**src/rtl/regfile_pkg.sv**
```systemverilog
// Shared defaults for the multi-port register file with scoreboard.
package regfile_pkg;
  localparam int DATA_W_DEF   = 32;
  localparam int NUM_REGS_DEF = 32;
  // Address of the hardwired-zero register when ZERO_REG=1
  localparam int ZERO_ADDR    = 0;
endpackage

```
**src/rtl/rf_scoreboard.sv**
```systemverilog
// Pending-write scoreboard: one Pend bit per register, issue stall on WAW,
// busy flags for the read ports and a registered pending counter.
module rf_scoreboard
  import regfile_pkg::*;
#(
  parameter int NUM_REGS = NUM_REGS_DEF,
  parameter int ZERO_REG = 1,
  parameter int BYPASS   = 1,
  localparam int ADDR_W  = $clog2(NUM_REGS)
) (
  input  logic              Clk,
  input  logic              Rst_n,
  input  logic [ADDR_W-1:0] RA,
  input  logic [ADDR_W-1:0] RB,
  input  logic [ADDR_W-1:0] RW1,
  input  logic              RegWr1,
  input  logic [ADDR_W-1:0] IssueRd,
  input  logic              IssueVld,
  output logic              IssueStall,
  output logic              BusyA,
  output logic              BusyB,
  output logic [ADDR_W:0]   PendCount
);

  localparam logic [ADDR_W-1:0] ZA = ADDR_W'(ZERO_ADDR);

  logic [NUM_REGS-1:0] pend_q, pend_d;
  logic [ADDR_W:0]     cnt_q, cnt_d;
  logic                accept, clr, dec, fwd_a, fwd_b;

  // Issue acceptance, completion and the busy flags are all combinational
  always_comb begin
    IssueStall = IssueVld && pend_q[IssueRd];
    accept     = IssueVld && !IssueStall && !((ZERO_REG != 0) && (IssueRd == ZA));
    clr        = RegWr1;
    // Only a completion against a pending register reduces the count
    dec        = RegWr1 && pend_q[RW1];
    fwd_a      = (BYPASS != 0) && RegWr1 && (RW1 == RA);
    fwd_b      = (BYPASS != 0) && RegWr1 && (RW1 == RB);
    BusyA      = pend_q[RA] && !fwd_a;
    BusyB      = pend_q[RB] && !fwd_b;
  end

  // Next-state of Pend bits and counter; set is applied last so it wins
  always_comb begin
    pend_d = pend_q;
    cnt_d  = cnt_q;
    if (clr)    pend_d[RW1]     = 1'b0;
    if (accept) pend_d[IssueRd] = 1'b1;
    if (accept && !dec)      cnt_d = cnt_q + 1'b1;
    else if (dec && !accept) cnt_d = cnt_q - 1'b1;
  end

  // Scoreboard state, discarded on asynchronous reset
  always_ff @(posedge Clk or negedge Rst_n) begin
    if (!Rst_n) begin
      pend_q <= '0;
      cnt_q  <= '0;
    end else begin
      pend_q <= pend_d;
      cnt_q  <= cnt_d;
    end
  end

  assign PendCount = cnt_q;

endmodule

```
**src/rtl/regfile_mp_sb.sv**
```systemverilog
// Two-read / two-write register file with same-cycle bypass and a
// pending-write scoreboard for long-latency writebacks.
module regfile_mp_sb
  import regfile_pkg::*;
#(
  parameter int DATA_W   = DATA_W_DEF,
  parameter int NUM_REGS = NUM_REGS_DEF,
  parameter int ZERO_REG = 1,
  parameter int BYPASS   = 1,
  localparam int ADDR_W  = $clog2(NUM_REGS)
) (
  input  logic              Clk,
  input  logic              Rst_n,
  input  logic [ADDR_W-1:0] RA,
  input  logic [ADDR_W-1:0] RB,
  output logic [DATA_W-1:0] BusA,
  output logic [DATA_W-1:0] BusB,
  input  logic [ADDR_W-1:0] RW0,
  input  logic [DATA_W-1:0] BusW0,
  input  logic              RegWr0,
  input  logic [ADDR_W-1:0] RW1,
  input  logic [DATA_W-1:0] BusW1,
  input  logic              RegWr1,
  input  logic [ADDR_W-1:0] IssueRd,
  input  logic              IssueVld,
  output logic              IssueStall,
  output logic              BusyA,
  output logic              BusyB,
  output logic [ADDR_W:0]   PendCount
);

  localparam logic [ADDR_W-1:0] ZA = ADDR_W'(ZERO_ADDR);

  logic [DATA_W-1:0] mem_q [NUM_REGS];
  logic [DATA_W-1:0] mem_d [NUM_REGS];
  logic              we0, we1;

  // Writes to the hardwired-zero register are dropped at the enable
  assign we0 = RegWr0 && !((ZERO_REG != 0) && (RW0 == ZA));
  assign we1 = RegWr1 && !((ZERO_REG != 0) && (RW1 == ZA));

  // Read mux: zero register, then port 1 bypass, port 0 bypass, array
  function automatic logic [DATA_W-1:0] rd(input logic [ADDR_W-1:0] a);
    if ((ZERO_REG != 0) && (a == ZA))      rd = '0;
    else if ((BYPASS != 0) && we1 && (RW1 == a)) rd = BusW1;
    else if ((BYPASS != 0) && we0 && (RW0 == a)) rd = BusW0;
    else                                   rd = mem_q[a];
  endfunction

  // Combinational read ports
  always_comb begin
    BusA = rd(RA);
    BusB = rd(RB);
  end

  // Array next-state; port 1 applied after port 0 so it wins a collision
  always_comb begin
    mem_d = mem_q;
    if (we0) mem_d[RW0] = BusW0;
    if (we1) mem_d[RW1] = BusW1;
  end

  // Storage array with asynchronous clear
  always_ff @(posedge Clk or negedge Rst_n) begin
    if (!Rst_n) begin
      for (int i = 0; i < NUM_REGS; i++) mem_q[i] <= '0;
    end else begin
      mem_q <= mem_d;
    end
  end

  rf_scoreboard #(
    .NUM_REGS (NUM_REGS),
    .ZERO_REG (ZERO_REG),
    .BYPASS   (BYPASS)
  ) u_sb (
    .Clk        (Clk),
    .Rst_n      (Rst_n),
    .RA         (RA),
    .RB         (RB),
    .RW1        (RW1),
    .RegWr1     (RegWr1),
    .IssueRd    (IssueRd),
    .IssueVld   (IssueVld),
    .IssueStall (IssueStall),
    .BusyA      (BusyA),
    .BusyB      (BusyB),
    .PendCount  (PendCount)
  );

endmodule

```
**config.mk**
```make
export PLATFORM = sky130hd
export DESIGN_NAME = regfile_mp_sb
export DESIGN_NICKNAME = d
export VERILOG_FILES = /design/src/rtl/regfile_pkg.sv /design/src/rtl/rf_scoreboard.sv /design/src/rtl/regfile_mp_sb.sv
export SDC_FILE = /design/constraint.sdc
export NUM_CORES = 2
export LEC_CHECK = 0
export CORE_MARGIN = 4
export CORE_UTILIZATION = 30
export CTS_BUF_LIST = sky130_fd_sc_hd__clkbuf_8 sky130_fd_sc_hd__clkbuf_16
export DETAILED_ROUTE_END_ITERATION = 8
export GPL_TIMING_DRIVEN = 0
export PLACE_DENSITY = 0.42
export SYNTH_ARGS = -nofsm -noshare
export SYNTH_HDL_FRONTEND = slang
export SYNTH_SLANG_ARGS = --single-unit
```
**constraint.sdc**
```tcl
create_clock -name Clk -period 2.98 [get_ports Clk]
set_input_delay 0.596 -clock Clk [delete_from_list [all_inputs] [get_ports Clk]]
set_output_delay 0.596 -clock Clk [all_outputs]
set_load 0.005 [all_outputs]
```
==> results.sh <==
export IMPL_status="complete, but fails checks"
export IMPL_violations="setup timing"
export IMPL_tritoncts="built"
export IMPL_yosysMostFrequentCell="mux2i_1"
export IMPL_place_congestion=1.03
export IMPL_cp_slowest_cell="clkbuf_2"
export IMPL_critPathLaunchType="primary input"
export IMPL_yosysSeqAreaShare_pct=39.2
export IMPL_ant_nets=0
export IMPL_cts_inserted_buffers=139
export IMPL_r2r_cells=15
export IMPL_clk_pin_slew_ns=0.05
export IMPL_dpl_hpwl_mm=318
export IMPL_synthTopCellsByCount="1204 x mux2i_1, 1062 x dfrtp_1, 689 x a21oi_1"
export IMPL_layoutNonFillerInstCount=10200
export IMPL_rows=174
export IMPL_gr_usage_all_layers_pct=33.9
export IMPL_arrival_ns=3.31
export IMPL_drcViolationCount=0
export IMPL_reg2reg_slack_ns=-0.19
export IMPL_num_vias=61300
export IMPL_cp_max_fo=10
export IMPL_viasPerCell=6.04
export IMPL_hold_viol=0
export IMPL_clock_fmax_mhz=256
export IMPL_cts_sinks=1062
export IMPL_synth_ff_type="dfrtp_1"
export IMPL_critPathKind="in2out"
export IMPL_tightest_slew_ns=1.43
export IMPL_syn_area_per_cell_um2=10.4
export IMPL_htreeDepth=4
export IMPL_netlist_area_um2=67800
export IMPL_synth_top_area_share_pct=39.2
export IMPL_timing_final_crit_period_ns=3.91
export IMPL_initial_core_util_pct=30.2
export IMPL_fin_ws_ns=-0.925
export IMPL_num_io_pins=167
export IMPL_max_slew_margin_pct=4.54
export IMPL_synthArstFlopShare_pct=100
export IMPL_rsz0062_at_grt="true"
export IMPL_cts_buffer_depth=3
export IMPL_holdCritPathClass="in2reg"
export IMPL_drive_gt1_share_pct=23.9
export IMPL_drt_pass1_iterations=6
export IMPL_setup_viol=70
export IMPL_synthTopCellsByArea="dfrtp_1 39%, mux2i_1 18%, mux4_2 16%, a21oi_1 5.1%, o21ai_0 3.8%"
export IMPL_synth_largest_area_cell="dfrtp_1"
export IMPL_cp_cell_sequence="clkdlybuf4s15_2, buf_6, clkbuf_2, mux4_2, nand4_1, nand4_1, buf_2"
export IMPL_reg2reg_from="u_sb.pend_q[27]"
export IMPL_slew_viol_final=0
export IMPL_power_density_nw_per_um2=671
export IMPL_syn_inst=6522
export IMPL_ys_ff_latch=1062
export IMPL_grt_max_degree=157
export IMPL_end_kind="output port"
export IMPL_critPathMaxStageDelay_ns=0.66
export IMPL_register_area_um2=26600
export IMPL_die_w_um=483
export IMPL_core_area_um2=225000
export IMPL_post_place_ws_ns=-4.07
export IMPL_final_nets=7152
export IMPL_yosysUniqueCellTypes=64
export IMPL_die_h_um=483
export IMPL_setup_tns_ns=-45.65
export IMPL_period_share_pct=131
export IMPL_whs_endpoint="mem_q[6]"
export IMPL_fillers=22200
export IMPL_antenna_found_initial=26
export IMPL_wl_per_cell_um=40.2
export IMPL_io_buffers=125
export IMPL_grt_overflow_total=0
export IMPL_drv_cap=0
export IMPL_skew_ns=0.0209
export IMPL_wl_mm=409
export IMPL_critPathMostFrequentCell="nand4_1"
export IMPL_synthesis_nets=6623
export IMPL_ir_drop_v=0.000436
export IMPL_min_delay_start="BusW1[6]"
export IMPL_yosys_warnings=0
export IMPL_synth_edf_count=0
export IMPL_grt_pass1_wl_mm=544
export IMPL_placed_cells=9651
export IMPL_root_buffer="clkbuf_16"
export IMPL_worstHoldPathCells=3
export IMPL_multiInputGateArea_um2=40100
export IMPL_first_global_vias=60100
export IMPL_dieArea_um2=234000
export IMPL_first_iter_violations=7990
export IMPL_r2r_end="u_sb.PendCount[5]"
export IMPL_cp_required_ns=2.38
export IMPL_clk_latency_ns=0.83
export IMPL_leakagePower_nw=35.9
export IMPL_syn2layout_area_growth_pct=25.8
[cells in the final DEF, fill, tap and decap left out, types with 18 or more instances in the layout]
cell type	synthesis	layout
a211oi_1	26	26
a21oi_1	689	639
a21oi_2	0	25
a21oi_4	0	25
a221oi_4	0	28
a22o_1	44	43
a22oi_1	72	31
a22oi_2	0	41
and2_1	34	30
buf_1	111	87
buf_12	0	81
buf_16	0	55
buf_2	121	120
buf_4	40	150
buf_6	8	95
buf_8	0	33
clkbuf_1	528	396
clkbuf_16	0	165
clkbuf_2	5	59
clkbuf_4	1	22
clkbuf_8	0	61
clkdlybuf4s50_1	0	47
dfrtp_1	1062	1060
diode_2	0	21
inv_1	14	34
mux2i_1	1204	1190
mux4_2	475	489
nand2_1	525	504
nand2_2	0	20
nand3_1	66	54
nand4_1	18	18
nor2_1	635	609
nor2b_1	33	25
o21ai_0	520	508
or4_4	0	20
[what timing repair did]
action | 4_1_cts | 5_1_grt
resized for setup | 1383 | 152
endpoints found under the setup margin | 774 | 216
hold buffers | 3 | 0
hold endpoints to repair | 71 | 0
gates cloned | 11 | 3
pin swaps | 181 | 117
buffers inserted | 210 | 62
[metal layers]
layer | GRT usage (%) | wire length (um)
met2 | 50.9 | 177000
met4 | 22.7 | 33900
met5 | 0 | 13
met1 | 43.0 | 162000
met3 | 8.73 | 36300
[sequential cells by signal, indices dropped and copies added (netlist names)]
register / count
mem_q: 1024
u_sb.PendCount: 6
u_sb.pend_q: 32
[report_power, final]
| part | switching (mW) | internal, mW | total (mW) | leakage (nW) |
|---|---|---|---|---|
| combinational | 9.19 | 8.36 | 17.5 | 20.5 |
| sequential | 3.78 | 18.2 | 21.9 | 13.0 |
| clock | 7.38 | 10.4 | 17.8 | 2.39 |
| total | 20.3 | 36.9 | 57.3 | 35.9 |
[worst max path at each step]
stage | start | to | slack, ns | cells past startpoint
finish | RB[3] | BusB[26] | -0.93 | 7
global route | mem_q[844] | BusA[12] | -0.83 | 6
CTS | RB[0] | BusB[22] | -0.89 | 10
detailed placement | RB[0] | BusB[30] | -4.07 | 10
global placement | Rst_n | mem_q[1010] | -53.08 | 1
floorplan | IssueRd[0] | u_sb.PendCount[5] | -0.27 | 15
[kinds of logic (layout without fill, tap and decap cells)]
kind of cell	Yosys count	count (layout)	share of synthesized area, %
other cells	0	21	0
fa+ha+maj	7	7	0.140
mux	1715	1715	34.5
xor+xnor	25	25	0.323
compound gates	1498	1498	12.3
buf+inv	830	1453	5.14
flops	1062	1062	39.2
simple gates	1385	1385	8.45
[layout make-up]
cell class                      instances  area share [%]
Multi-Input combinational cell       4630            47.0
Sequential cell                      1062            31.1
Inverter                               16          0.0880
Antenna cell                           21          0.0616
Buffer                                792            6.61
Tap cell                             2992            4.39
Clock buffer                          178            4.81
Clock inverter                         57           0.610
Timing Repair Buffer                  410            5.31
[critical path, delay by kind of cell]
| family | cells | cell delay [ns] |
|---|---|---|
| buffers and inverters | 4 | 1.67 |
| multiplexers | 1 | 0.44 |
| AND/OR/NAND/NOR | 2 | 0.53 |
[stage by stage]
stage                     area [um^2]  total power [mW]  hold WS (ns)  utilization [%]
final                           85300              57.3         0.201             37.9
after global routing            85300              59.0         0.172             37.9
after CTS                       84500              56.4         0.118             37.6
after detailed placement        73300              37.0         0.457             32.6
after global placement          73000              36.5         0.454             32.5
after floorplan                 68000              29.9         0.300                -
Note: power is estimated with default switching activity, not from simulation.
